File: config.mk
export PLATFORM = sky130hd
export DESIGN_NAME = sqrt_arbiter
export DESIGN_NICKNAME = d
export VERILOG_FILES = /design/src/rtl/sqrt_arb_pkg.sv /design/src/rtl/sqrt_arbiter_rr_pick.sv /design/src/rtl/sqrt_arbiter.sv
export SDC_FILE = /design/constraint.sdc
export NUM_CORES = 1
export LEC_CHECK = 0
export ABC_AREA = 1
export CORE_ASPECT_RATIO = 1.1
export CORE_MARGIN = 2
export CORE_UTILIZATION = 43
export DETAILED_ROUTE_END_ITERATION = 12
export PLACE_DENSITY_LB_ADDON = 0.25
export SLEW_MARGIN = 15
export SYNTH_ARGS = -nofsm -noshare
export SYNTH_HDL_FRONTEND = slang
export SYNTH_HIERARCHICAL = 1
export SYNTH_SLANG_ARGS = --single-unit
export TNS_END_PERCENT = 20
File: constraint.sdc
create_clock -name clk -period 7.3 [get_ports clk]
set_clock_uncertainty 0.05 [all_clocks]
set_input_delay 1.46 -clock clk [delete_from_list [all_inputs] [get_ports clk]]
set_output_delay 1.46 -clock clk [all_outputs]
set_load 0.02 [all_outputs]
File: src/rtl/sqrt_arb_pkg.sv
// Shared types and default sizing for the square-root engine arbiter.
package sqrt_arb_pkg;

   typedef enum logic [1:0] {
      IDLE,
      ISSUE,
      WAIT,
      RELEASE
   } state_t;

   localparam int DEF_DATA_W      = 32;
   localparam int DEF_TIMEOUT_CYC = 64;

endpackage

File: src/rtl/sqrt_arbiter_rr_pick.sv
// Round-robin picker: first requester at or after last_grant+1 (mod NUM_REQ).
module rr_pick #(
   parameter int NUM_REQ = 4,
   parameter int IDX_W   = $clog2(NUM_REQ)
) (
   input  logic [NUM_REQ-1:0] req,
   input  logic [IDX_W-1:0]   last_grant,
   output logic [IDX_W-1:0]   grant,
   output logic               any
);

   logic [IDX_W-1:0] cand [NUM_REQ];

   always_comb begin
      for (int k = 0; k < NUM_REQ; k++) begin
         cand[k] = IDX_W'((int'(last_grant) + k + 1) % NUM_REQ);
      end
   end

   // NOTE: outputs get a default before the loop so every path assigns them and no latch is inferred.
   always_comb begin
      grant = '0;
      any   = 1'b0;
      // Walk from the farthest candidate to the nearest so the nearest one wins.
      for (int k = NUM_REQ - 1; k >= 0; k--) begin
         if (req[cand[k]]) begin
            grant = cand[k];
            any   = 1'b1;
         end
      end
   end

endmodule

File: src/rtl/sqrt_arbiter.sv
// Round-robin arbiter sharing one square-root engine among NUM_REQ requesters.
// Define SQRT_ARB_TIMEOUT_EN to add a watchdog that ends a stuck transaction with resp_err.
module sqrt_arbiter
   import sqrt_arb_pkg::*;
#(
   parameter int NUM_REQ     = 4,
   parameter int DATA_W      = DEF_DATA_W,
   parameter int TIMEOUT_CYC = DEF_TIMEOUT_CYC
) (
   input  logic                      clk,
   input  logic                      rstn,
   input  logic [NUM_REQ-1:0]        req_valid,
   input  logic [NUM_REQ*DATA_W-1:0] req_data,
   output logic [NUM_REQ-1:0]        req_ready,
   output logic [NUM_REQ-1:0]        resp_valid,
   output logic [DATA_W-1:0]         resp_data,
   output logic                      resp_err,
   output logic                      busy,
   output logic                      eng_start,
   output logic [DATA_W-1:0]         eng_in,
   input  logic [DATA_W-1:0]         eng_out,
   input  logic                      eng_done,
   input  logic                      eng_available
);

   localparam int IDX_W = $clog2(NUM_REQ);

   if (NUM_REQ < 2 || NUM_REQ > 8 || TIMEOUT_CYC < 1) begin : g_bad_cfg
      $error("sqrt_arbiter: NUM_REQ must be 2..8 and TIMEOUT_CYC at least 1");
   end

   state_t           state;
   logic [IDX_W-1:0] last_grant;
   logic [IDX_W-1:0] grant;
   logic [IDX_W-1:0] pick;
   logic             any_req;

   rr_pick #(
      .NUM_REQ (NUM_REQ),
      .IDX_W   (IDX_W)
   ) u_rr_pick (
      .req        (req_valid),
      .last_grant (last_grant),
      .grant      (pick),
      .any        (any_req)
   );

`ifdef SQRT_ARB_TIMEOUT_EN
   localparam int WD_W = $clog2(TIMEOUT_CYC + 1);
   logic [WD_W-1:0] wdog;
   logic            wdog_hit;
   assign wdog_hit = (wdog == WD_W'(TIMEOUT_CYC - 1));
`else
   assign resp_err = 1'b0;
`endif

   always_ff @(posedge clk or posedge rstn) begin
      if (rstn) begin
         state      <= IDLE;
         req_ready  <= '0;
         resp_valid <= '0;
         resp_data  <= '0;
         eng_start  <= 1'b0;
         eng_in     <= '0;
         busy       <= 1'b0;
         grant      <= '0;
         last_grant <= IDX_W'(NUM_REQ - 1);
`ifdef SQRT_ARB_TIMEOUT_EN
         resp_err   <= 1'b0;
         wdog       <= '0;
`endif
      end else begin
         // NOTE: pulses default low with <= and a later <= to one bit overrides it; the last NBA wins.
         req_ready  <= '0;
         resp_valid <= '0;
`ifdef SQRT_ARB_TIMEOUT_EN
         resp_err   <= 1'b0;
`endif
         case (state)
            IDLE: begin
               if (any_req && eng_available) begin
                  grant           <= pick;
                  req_ready[pick] <= 1'b1;
                  eng_in          <= req_data[pick*DATA_W +: DATA_W];
                  eng_start       <= 1'b1;
                  busy            <= 1'b1;
                  state           <= ISSUE;
`ifdef SQRT_ARB_TIMEOUT_EN
                  wdog            <= '0;
`endif
               end
            end
            ISSUE, WAIT: begin
               if (state == WAIT && eng_done) begin
                  eng_start         <= 1'b0;
                  resp_data         <= eng_out;
                  resp_valid[grant] <= 1'b1;
                  last_grant        <= grant;
                  state             <= RELEASE;
               end
`ifdef SQRT_ARB_TIMEOUT_EN
               else if (wdog_hit) begin
                  eng_start         <= 1'b0;
                  resp_data         <= '0;
                  resp_err          <= 1'b1;
                  resp_valid[grant] <= 1'b1;
                  last_grant        <= grant;
                  state             <= RELEASE;
               end
`endif
               else if (state == ISSUE && !eng_available) begin
                  state <= WAIT;
               end
`ifdef SQRT_ARB_TIMEOUT_EN
               wdog <= wdog + WD_W'(1);
`endif
            end
            RELEASE: begin
               // Hold here until the engine has dropped done and is idle again.
               if (eng_available) begin
                  busy  <= 1'b0;
                  state <= IDLE;
               end
            end
            default: state <= IDLE;
         endcase
      end
   end

endmodule

Word-level counts from Yosys, hierarchy flattened
Cells that the tools add are included.
{"block": "totals", "reg_bits": 80, "in_bits": 168, "output_inout_bits": 75}
{"block": "op_classes", "n_addsub": 6, "n_lt_le_gt_ge": 8, "n_eq_ne": 7, "shift": 1, "mux": 34, "n_reduce_logical": 15}
{"cell": "$shiftx A128 B8 Y32", "n": 1}
{"cell": "$lt A2 B3 Y1 const B", "n": 6}
{"cell": "$mux W2", "n": 8}
{"cell": "$mux W4", "n": 4}
{"cell": "$mux W1", "n": 13}
{"cell": "$add A2 B2 Y2 const B", "n": 5}
{"cell": "$reduce_and A3 Y1", "n": 3}
{"cell": "$bmux W1 S2", "n": 4}
{"cell": "$ne A2 B2 Y1 const B", "n": 3}
{"cell": "$pmux W2 S3", "n": 1}
{"cell": "$logic_and A1 B1 Y1", "n": 5}
{"cell": "$demux W1 S2", "n": 2}
{"cell": "$eq A2 B2 Y1 const B", "n": 2}
{"cell": "$ge A2 B1 Y1 const B", "n": 2}
{"cell": "$pmux W1 S2", "n": 2}
{"cell": "$reduce_and A2 Y1", "n": 2}
{"cell": "$reduce_bool A2 Y1", "n": 2}
{"cell": "$ne A3 B3 Y1 const B", "n": 1}
{"cell": "$add A2 B1 Y2 const B", "n": 1}
{"cell": "$eq A2 B1 Y1 const B", "n": 1}
{"cell": "$logic_not A2 Y1", "n": 1}
{"cell": "$reduce_or A2 Y1", "n": 1}
{"cell": "$logic_not A1 Y1", "n": 1}

Longest topological paths before layout
Gate-level depths: netlist of run 1.
{"block": "logic_depth", "word_depth": 14, "ltp_mapped": 20, "depth_no_buf": 16}

By module
Netlist of run 1, hierarchy kept.
{"mod": "sqrt_arbiter", "n_inst": 1, "cells_per_inst": 662, "area_each_um2": 4345.4}
{"mod": "rr_pick", "n_inst": 1, "cells_per_inst": 52, "area_each_um2": 239.0}

Worst setup path after synthesis of run 1
OpenSTA, ideal clock, no wires.
{"block": "synth_path", "path_kind": "input to register", "start": "input port req_valid[3]", "end": "register eng_in[2]", "setup_time_ps": 116, "arrival_time_ps": 2612, "t_required_ps": 7134, "path_slack_ps": 4522, "cell_stages": 18, "n_path_buf": 3, "path_cell_list": "inv_1 o21ai_2 nand2_1 nand2_1 nand2_1 nand2_1 nand2_1 nand2_1 buf_6 inv_4 buf_6 buf_6 nand2_1 nand2_1 nand2_1 nand2_1 nand2_1 nand2_1"}
{"block": "synth_between", "word_cells_on_any_way": 19}
{"item": "start: declaration", "line_no": "sqrt_arbiter.sv:12", "rtl": "input logic [NUM_REQ-1:0] req_valid,"}
{"item": "$bmux W1 S2", "line_no": "sqrt_arbiter_rr_pick.sv:26", "rtl": "if (req[cand[k]]) begin"}
{"item": "$mux W1 (implied by the code)", "line_no": "sqrt_arbiter_rr_pick.sv:26"}
{"item": "$mux W2 (3 in series)", "line_no": "sqrt_arbiter_rr_pick.sv:26"}
{"item": "$mux W2 *", "line_no": "sqrt_arbiter_rr_pick.sv:26"}
{"item": "named net pick[0]", "line_no": "sqrt_arbiter.sv:35", "rtl": "logic [IDX_W-1:0] pick;"}
{"item": "$shiftx A128 B8 Y32 *", "line_no": "sqrt_arbiter.sv:84", "rtl": "eng_in <= req_data[pick*DATA_W +: DATA_W];"}
{"item": "end signal: assignment", "line_no": "sqrt_arbiter.sv:84"}
{"item": "end: declaration", "line_no": "sqrt_arbiter.sv:20", "rtl": "output logic [DATA_W-1:0] eng_in,"}
The timed path passes the listed nets; every way through them passes the cells marked *. The select of a mux whose other input is x is not followed.
A chain may end at the register's enable or synchronous reset.

Worst setup path after layout of run 1
{"block": "layout_path", "start": "input port req_valid[1]", "end": "register eng_in[19]"}
Same word-level chain as after synthesis.

==> metrics, run 1 <==
clk slew on worst S/H paths=0.06 ns; remaining global-route overflow=0; R2R Path End=eng_in[19]; hold depth=1; WL/cell=12.7 microns; worst path cell trace=clkdlybuf4s50_1 > inv_1 > nand2_1 > and2_1 > nor2_2 > nor2_1 > nand3_1 > nand2_2 > buf_4 > inv_4 > nand2_1 > nand2_1 > nand2_1 > nand2_1 > nand2_1 > nand2_1; gpl congestion=0.917; Reg2Reg Launch Point=last_grant[0]; Synth warnings=6; Initial Utilization=around 44%; die height=112 microns; H-tree levels=3; Layout area overhead=59.1%; fin crit share=53.0%; DRC viols=0; post-synthesis sequential area ratio=43.7%; VDD IR max=~0.00029 V; top cells by area, synth=nand2_1 (43%), dfrtp_1 (43%), buf_6 (2.0%); Max Cap Viol=0; total power=3.25 mW; Util after Layout=70.2%; crit path capture type=register; most frequent cells in the layout=nand2_1 (530), clkdlybuf4s50_1 (241), dfrtp_1 (78); Via Count=4903; Final Hold Fails=0; die footprint=11500 sq um; Post-CTS Hold Buffers=0; Worst setup SP type=input pin; r2r setup slk=approximately 4.4 ns; Final nets=1104; first-pass GRT wire length=roughly 21000 microns; CTS root buffer=clkbuf_16; I/O pins=243; TritonCTS Buffers=9; # Post-CTS Setup Buffers=0; status=complete, no violations; Setup TNS Final=0 ns; clock latency on the worst-skew pair=0.33 ns; Fill cells=between 800 and 900; crit path DAT=4.03 ns; Slew @ Worst Pin=1.08 ns; die extent in x=approximately 100 microns; Worst Hold Launch=grant[0]; Max Clk Rate=258 MHz; crit-path most repeated cell=nand2_1; crit path max fanout=68; Iteration-0 DRC Markers=192; FF-to-FF path depth=16; initial antenna violation count=0; antenna cells=0; Gates resized, CTS repair=0; min Tclk post-route=between 3 and 4 ns; Post-DRT Antenna Nets=0; critical path's slowest cell=buf_4; Avg Cell Area, Syn=6.42 sq um; share of the synthesized area in the top cell type=43.5%; hold slack=between 0.4 and 0.5 ns; Lkg Pwr=approximately 3.9 nW; largest net degree at the start of global routing=between 80 and 90; routed wire length=roughly 14000 microns; cell taking the most area after synthesis=nand2_1; Syn Nets=886; Post-DP HPWL=9680 microns; Final setup viols=0; vias per inst=4.54; Mapped Area=4580 sq um; GRT Util Overall=23.6%; Critical Path Max Stage Delay=0.53 ns; most common cell after layout, fill and taps aside=nand2_1; share of cells above drive strength 1=under 10%; Slew HR=27.6%; pwr/cell area=446 nW/um^2; CTS Buffer Depth=2; Cell variety after synth=23; Rows=39; CTS tree=built; FF+latch count, synth=80; Slew Limit Fails=0; vias in the first global route=4558; core area=between 10000 and 15000 sq um; CTS Sinks=80; RSZ-0062 raised after global routing=false; post-synthesis instance total=714; hold endpoint=resp_valid[2]; critical path class=input pin to register; min-delay worst type=register to register; drt first pass iters=4; Req. time, crit path=about 7.5 ns; I/O Buffers=241
[worst max-delay path by stage]
stage	from	endpoint	slack (ns)	cells after the start
floorplan	rstn	busy	3.74	1
global placement	req_valid[3]	eng_in[0]	3.18	17
detailed placement	req_valid[1]	eng_in[27]	3.14	16
CTS	req_valid[1]	eng_in[27]	3.49	16
global route	req_valid[1]	eng_in[21]	3.17	16
finish	req_valid[1]	eng_in[19]	3.43	16
[per-layer routing]
| layer | share of wire (%) | track usage (%) | vias up |
|---|---|---|---|
| li1 | - | - | 2547 |
| met1 | 41 | 28.3 | 2164 |
| met3 | 8.5 | 6.54 | 16 |
| met5 | 0 | 0 | - |
| met4 | 1.6 | 7.29 | 0 |
| met2 | 49 | 40.8 | 176 |
[synth_stat cells]
cell      count
a21oi_1       1
and2_1        1
buf_1         1
buf_2        16
buf_4         7
buf_6         8
clkbuf_1      6
conb_1        1
dfrtp_1      78
dfstp_2       2
ha_1          4
inv_1        23
inv_2         2
inv_4         1
inv_6         1
nand2_1     531
nand2_2       4
nand3_1       8
nor2_1        5
nor2_2        2
nor3_1        5
o21ai_0       5
o21ai_2       2
[sequential cells by signal (all words and copies together) (netlist names)]
register	flops
resp_valid	4
eng_start	1
busy	1
eng_in	32
req_ready	4
grant	2
last_grant	2
resp_data	32
state	2
[stage by stage]
stage          area [sq um]  worst slack, ns  cells
2_1_floorplan          4580             3.74    714
3_3_place_gp           6980             3.18   1064
3_5_place_dp           6980             3.14   1064
4_1_cts                7290             3.49   1080
5_1_grt                7290             3.17   1080
6_report               7290             3.43   1080
[where the power goes]
group | total (mW) | switching [mW] | internal [mW]
Combinational | 2.03 | 1.26 | 0.772
Clock | 0.467 | 0.174 | 0.293
Sequential | 0.750 | 0.115 | 0.635
Total | 3.25 | 1.55 | 1.70
[logic make-up after synthesis]
group | count (synthesis) | share of synthesized area (%)
AND/OR/NAND/NOR | 556 | 46.3
flip-flops | 80 | 43.7
buffers and inverters | 65 | 7.81
AO/OA/AOI/OAI | 8 | 1.04
adder cells (fa/ha/maj) | 4 | 1.09
other | 1 | 0.0818
[cell type report]
class	instances	area [sq um]	area share (%)
multi-input combinational	569	2240	30.7
sequential	80	2000	27.5
inverter	27	110	1.51
timing repair buffer	245	2440	33.5
clock inverter	4	51.3	0.703
tap	143	179	2.45
clock buffer	12	267	3.65
[critical path: cells and delay by family]
family	cells	cell delay (ns)
AND/OR/NAND/NOR	12	0.97
buffers and inverters	4	1.50
(Power assumes the default switching activity.)
==> run 2: changes to the inputs <==
--- a/config.mk
+++ b/config.mk
@@ -8,7 +8,7 @@
 export ABC_AREA = 1
 export CORE_ASPECT_RATIO = 1.1
 export CORE_MARGIN = 2
-export CORE_UTILIZATION = 43
+export CORE_UTILIZATION = 36
 export DETAILED_ROUTE_END_ITERATION = 12
 export PLACE_DENSITY_LB_ADDON = 0.25
 export SLEW_MARGIN = 15
==> constraint.sdc (replaced) <==
create_clock -name clk -period 3.32 [get_ports clk]
set_clock_uncertainty 0.05 [all_clocks]
set_input_delay 0.664 -clock clk [delete_from_list [all_inputs] [get_ports clk]]
set_output_delay 0.664 -clock clk [all_outputs]
set_load 0.02 [all_outputs]
==> run 2 against run 1 <==
Compared with the run above:
- combinational power rose by 130%
- critical endpoint is now eng_in[1]
- core utilization shrank 11 points
- flip-flop and latch count is the same
- sequential power increased by 120%
==> metrics, run 2 (synthesized netlist as in run 1, its figures left out) <==
routed wire length=14700 microns (+7.0%); met1 GRT Util=25.9% (-2.4 points); first-pass GRT wire length=22800 microns (+6.2%); DRC viols=0 (unchanged); clock latency on the worst-skew pair=0.33 ns (about the same); vias per inst=4.47 (-1.6%); most frequent cells in the layout=nand2_1 (530), clkdlybuf4s50_1 (241), dfrtp_1 (78); worst path cell trace=clkdlybuf4s50_1 > inv_1 > nand2_1 > nand3_1 > nand2_1 > inv_1 > nand2_1 > nand2_1 > nand2_1 > nand2_2 > inv_4 > buf_12 > nand2_1 > nand2_1 > nand2_1 > nand2_1 > nand2_1 > nand2_1; die height=122 microns (+9.0%); critical path's slowest cell=clkdlybuf4s50_1; vias in the first global route=4561 (+0.066%); grt met3 use=8.10% (+1.6 points); Cell Area, Placed=7060 sq um (+1.3%); Slew @ Worst Pin=0.662 ns (-0.422 ns); crit-path most repeated cell=nand2_1; die footprint=13700 sq um (+19%); placed cells=1084 (+1.9%); Gates resized, CTS repair=0 (unchanged); R2R Path End=eng_in[1]; Util after Layout=58.9% (-11 points); CTS tree=built; critical path class=input pin to register; I/O pins=243 (unchanged); Critical Path Max Stage Delay=0.49 ns (-0.04 ns); total power=7.31 mW (+120%); fin crit share=71.7%; hold endpoint=resp_valid[2]; Initial Utilization=36.6% (-7.5 points); Final setup viols=0 (unchanged); Fill cells=1203 (+36%); status=complete, no violations; CTS Sinks=80 (unchanged); Largest regs=eng_in: 32 flops, resp_data: 32 flops; most common cell after layout, fill and taps aside=nand2_1; Worst setup SP type=input pin; FF-to-FF path depth=17 (+1); crit path capture type=register; die extent in x=112 microns (+8.9%); hold depth=1 (unchanged); min Tclk post-route=around 2.4 ns; CTS root buffer=clkbuf_16; min-delay worst type=register to register; pwr/cell area=991 nW/um^2 (+120%); Req. time, crit path=3.54 ns (-3.92 ns); crit path max fanout=29 (-57%); H-tree levels=3 (unchanged); TritonCTS Buffers=9 (unchanged); final std cells w/o fill=1103 (+2.1%); RSZ-0062 raised after global routing=false; Worst Hold Launch=grant[0]; Slew HR=55.8% (+28 points); # Post-CTS Setup Buffers=0 (unchanged); family with the most delay on the worst path=buffers and inverters; Lkg Pwr=3.89 nW (+0.80%); CTS Buffer Depth=2 (unchanged); WL/cell=13.3 microns (+4.7%); r2r setup slk=1.05 ns (-3.30 ns); Via Count=4929 (+0.53%); Final nets=1110 (+0.54%); Worst Path Buf+Inv=5 (+1); GR peak layer=met2; Max Cap Viol=0 (unchanged); core area=12500 sq um (+21%); gpl congestion=0.831 (-9.4%); VDD IR max=0.000583 V (+98%); remaining global-route overflow=0 (unchanged); I/O Buffers=241 (unchanged); share of cells above drive strength 1=4.45% (+0.51 points); Rows=43 (+10%); Max Clk Rate=420 MHz; Post-DRT Antenna Nets=0 (unchanged); drt first pass iters=5 (+1); Setup TNS Final=0 ns (unchanged); Slew Limit Fails=0 (unchanged); GRT Util Overall=20.9% (-2.7 points); clk slew on worst S/H paths=0.07 ns (about the same); crit path DAT=2.60 ns (-1.43 ns); Post-DP HPWL=10500 microns (+8.7%); Iteration-0 DRC Markers=237 (+23%); Reg2Reg Launch Point=last_grant[0]; Post-CTS Hold Buffers=0 (unchanged); Final Hold Fails=0 (unchanged); design area=7380 sq um (+1.1%); initial antenna violation count=3 (+3); GRT met2 Usage=34.5% (-6.3 points); Layout area overhead=60.9%; largest net degree at the start of global routing=81 (unchanged)
run 2: changes by cell type in the layout (fill, tap and decap cells not counted):
cell | before | now
buf_12 | 0 | 2
clkbuf_1 | 0 | 1
clkbuf_8 | 3 | 1
clkinv_2 | 2 | 1
inv_6 | 1 | 3
buf_4 | 4 | 8
diode_2 | 0 | 3
run 2: where the power goes:
| part | leakage [nW] | total [mW] | switching (mW) | internal, mW |
|---|---|---|---|---|
| registers | 1.02 | 1.65 | 0.254 | 1.40 |
| logic | 2.73 | 4.63 | 2.84 | 1.79 |
| clock network | 0.147 | 1.02 | 0.413 | 0.611 |
run 2: routing by layer:
metal / wire (microns) / share of wire, % / vias to the layer above
met3: 1510 / 10 / 12
met2: 6510 / 44 / 180
li1: - / - / 2566
met1: 6450 / 44 / 2171
met4: 185 / 1.3 / 0
met5: 0 / 0 / -
run 2: worst max-delay path by stage:
stage	from	end	slack [ns]	depth (start not counted)
floorplan	rstn	busy	0.56	1
global placement	req_valid[1]	eng_in[15]	0.63	18
detailed placement	req_valid[1]	eng_in[8]	0.60	18
CTS	req_valid[1]	eng_in[8]	0.94	18
global route	req_valid[3]	eng_in[17]	0.69	16
finish	req_valid[1]	eng_in[1]	0.94	18
run 2: metrics by stage:
step / hold slack (ns) / setup WS (ns)
floorplan: 0.374 / 0.558
global placement: 0.409 / 0.629
detailed placement: 0.413 / 0.598
CTS: 0.417 / 0.936
global route: 0.444 / 0.688
finish: 0.415 / 0.940
run 2: final cells by class:
class,count,area (sq um),area share (%)
Inverter,27,110,1.49
Tap cell,157,196,2.66
Sequential cell,80,2000,27.2
Clock inverter,5,63.8,0.865
Timing Repair Buffer,251,2510,34.1
Multi-Input combinational cell,569,2240,30.4
Antenna cell,3,7.51,0.102
Clock buffer,11,243,3.29
run 2: worst register-to-register path, stage by stage (launching register included):
cell     delay (ns)
dfstp_2        0.69
inv_6          0.08
nand2_2        0.07
nand2_1        0.07
nand2_1        0.09
nand2_1        0.05
nand2_1        0.07
nand2_1        0.05
nand2_1        0.06
nand2_2        0.08
inv_4          0.24
buf_12         0.24
nand2_1        0.08
nand2_1        0.06
nand2_1        0.06
nand2_1        0.09
nand2_1        0.05
nand2_1        0.05
==> run 3: changes to the inputs <==
==> constraint.sdc (replaced) <==
create_clock -name clk -period 2.1 [get_ports clk]
set_clock_uncertainty 0.05 [all_clocks]
set_input_delay 0.42 -clock clk [delete_from_list [all_inputs] [get_ports clk]]
set_output_delay 0.42 -clock clk [all_outputs]
set_load 0.02 [all_outputs]
==> run 3 against run 2 <==
Compared with the run above:
- sequential share of layout area decreased by 2.3 points
- clock power increased by 78%
- cell area increased by 9.1%
- routed wire length increased by 6.3%
- final cell count increased by 2.5%
- largest cell class unchanged
- largest power group unchanged
- register-to-register slack got worse by 1.1 ns
- core utilization increased by 5.4 points
- worst hold slack improved by 0.0032 ns
- the flow now finishes with violations (setup timing)
==> metrics, run 3 (synthesized netlist as in run 1, its figures left out) <==
status=finished, violations left; failing checks=setup timing; H-tree levels=3 (unchanged); hold slack=0.419 ns (+0.00321 ns); worst path cell trace=buf_12 > inv_8 > nand2_4 > and2_4 > nor2_2 > nor2_2 > nand3_4 > nand2_8 > clkinv_8 > clkbuf_16 > nand2_2 > nand2_1 > nand2_1 > nand2_1 > nand2_1 > nand2_1; vias in the first global route=4713 (+3.3%); Critical Path Max Stage Delay=0.56 ns (+0.07 ns); CP Depth=16 (-2); Worst setup SP type=register; I/O Buffers=241 (unchanged); RSZ-0062 raised after global routing=true; Via Count=5118 (+3.8%); min Tclk post-route=2.16 ns; CTS Sinks=80 (unchanged); clock latency on the worst-skew pair=0.33 ns (about the same); fin crit share=103%; Max Cap Viol=0 (unchanged); crit path max fanout=8 (-72%); clk slew on worst S/H paths=0.06 ns (about the same); Iteration-0 DRC Markers=315 (+33%); min-delay worst type=register to register; Lkg Pwr=4.20 nW (+7.8%); Final nets=1140 (+2.7%); Post-CTS Hold Buffers=0 (unchanged); Cell Area, Placed=7270 sq um (+3.0%); crit path DAT=2.33 ns (-0.27 ns); GRT Util Overall=21.3% (+0.35 points); first-pass GRT wire length=23200 microns (+1.9%); hold depth=2 (+1); most common cell after layout, fill and taps aside=nand2_1; Post-DP HPWL=10700 microns (+1.2%); die extent in x=112 microns (unchanged); crit-path most repeated cell=nand2_1; cell internal pwr=7.57 mW (+99%); remaining global-route overflow=0 (unchanged); design area=8050 sq um (+9.1%); Worst Setup Slack, final=-0.0563 ns (-0.996 ns); Psw=6.23 mW (+78%); WL/cell=13.8 microns (+3.6%); initial antenna violation count=1 (-2); Worst Path Buf+Inv=4 (-1); Max Clk Rate=approximately 460 MHz; Post-DRT Antenna Nets=0 (unchanged); r2r setup slk=-0.06 ns (-1.11 ns); family with the most delay on the worst path=simple AND/OR/NAND/NOR gates; I/O pins=243 (unchanged); Slew Limit Fails=0 (unchanged); drt first pass iters=4 (-1); DRC viols=0 (unchanged); CTS root buffer=clkbuf_16; die footprint=13700 sq um (unchanged); Fill cells=1122 (-6.7%); pwr/cell area=1710 nW/um^2 (+73%); clock power share=13.2% (-0.8 points); Initial Utilization=36.6% (unchanged); CTS tree=built; total power=13.8 mW (+89%); share of cells above drive strength 1=11.5% (+7.1 points); switch share=45.2% (-2.9 points); vias per inst=4.53 (+1.3%); Rows=43 (unchanged); routed wire length=15600 microns (+6.3%); VDD IR max=0.00134 V (+130%); critical path class=register to register; crit path capture type=register; Util after Layout=64.2% (+5.4 points); Largest regs=eng_in: 32 flops, resp_data: 32 flops; critical path's slowest cell=dfstp_2; most frequent cells in the layout=nand2_1 (498), clkdlybuf4s50_1 (241), dfrtp_1 (78); Combinational Power Share=68.2% (+4.8 points); TritonCTS Buffers=9 (unchanged); Layout area overhead=75.7%; Final Hold Fails=0 (unchanged); largest net degree at the start of global routing=44 (-46%); Final setup viols=20 (+20); die height=122 microns (unchanged); core area=12500 sq um (unchanged); FF-to-FF path depth=16 (-1); gpl congestion=0.848 (+2.1%); CTS Buffer Depth=2 (unchanged); Req. time, crit path=2.28 ns (-1.26 ns); Sequential Power Share=18.7% (-3.9 points)
-- run 3: changes by cell type in the layout (fill, tap and decap cells not counted), sizes merged --
cell    delta
clkbuf     +5
buf       +24
clkinv     +1
diode      -2
bufinv     +2
inv        -2
-- run 3: metrics by stage --
| step | setup slack, ns | TNS (ns) | cells |
|---|---|---|---|
| after floorplan | 0.148 | 0 | 714 |
| after global placement | -0.210 | -5.77 | 1100 |
| after detailed placement | -0.244 | -7.14 | 1100 |
| after CTS | 0.0192 | 0 | 1118 |
| after global routing | -0.171 | -4.48 | 1130 |
| final | -0.0563 | -0.587 | 1131 |
-- run 3: cell type report --
| type | instances | area [sq um] | area share [%] |
|---|---|---|---|
| Timing Repair Buffer | 280 | 2960 | 36.7 |
| Multi-Input combinational cell | 569 | 2410 | 29.9 |
| Sequential cell | 80 | 2000 | 24.9 |
| Clock buffer | 11 | 243 | 3.01 |
| Tap cell | 157 | 196 | 2.44 |
| Inverter | 27 | 125 | 1.55 |
| Clock inverter | 5 | 104 | 1.29 |
| Timing Repair inverter | 1 | 8.76 | 0.109 |
| Antenna cell | 1 | 2.50 | 0.0311 |
-- run 3: path summary, 6_finish.rpt --
kind,startpoint,end
min in group asynchronous,rstn,resp_data[25]
max in group asynchronous,rstn,last_grant[1]
worst max register to register,last_grant[0],eng_in[0]
worst min-delay path,eng_in[15],eng_in[15]
worst min register to register,eng_in[15],eng_in[15]
worst max-delay path,last_grant[0],eng_in[0]
-- run 3: timing repair --
item,4_1_cts,5_1_grt
setup endpoints to repair,32,32
gates resized for setup,6,59
setup buffers,2,4
gates cloned,0,8
pin swaps,0,23
-- run 3: per-layer routing --
layer	share of wire, %	GRT usage (%)	up-vias
met5	0	0	-
met4	1.6	6.56	0
met3	8.8	7.11	18
met2	45	34.4	202
met1	45	27.2	2275
li1	-	-	2623
-- run 3: power by group through the flow --
stage	sequential (mW)	combinational [mW]	clock [mW]
2_1_floorplan	3.26	4.42	0
3_3_place_gp	2.61	7.80	0
3_5_place_dp	2.60	7.87	0
4_1_cts	2.57	8.06	1.86
5_1_grt	2.67	10.4	1.93
6_report	2.58	9.41	1.82
-- run 3: tightest hold or removal path, delay by kind of cell (launching register included) --
kind	cells	cell delay [ns]
simple gates	2	0.09
flops	1	0.34
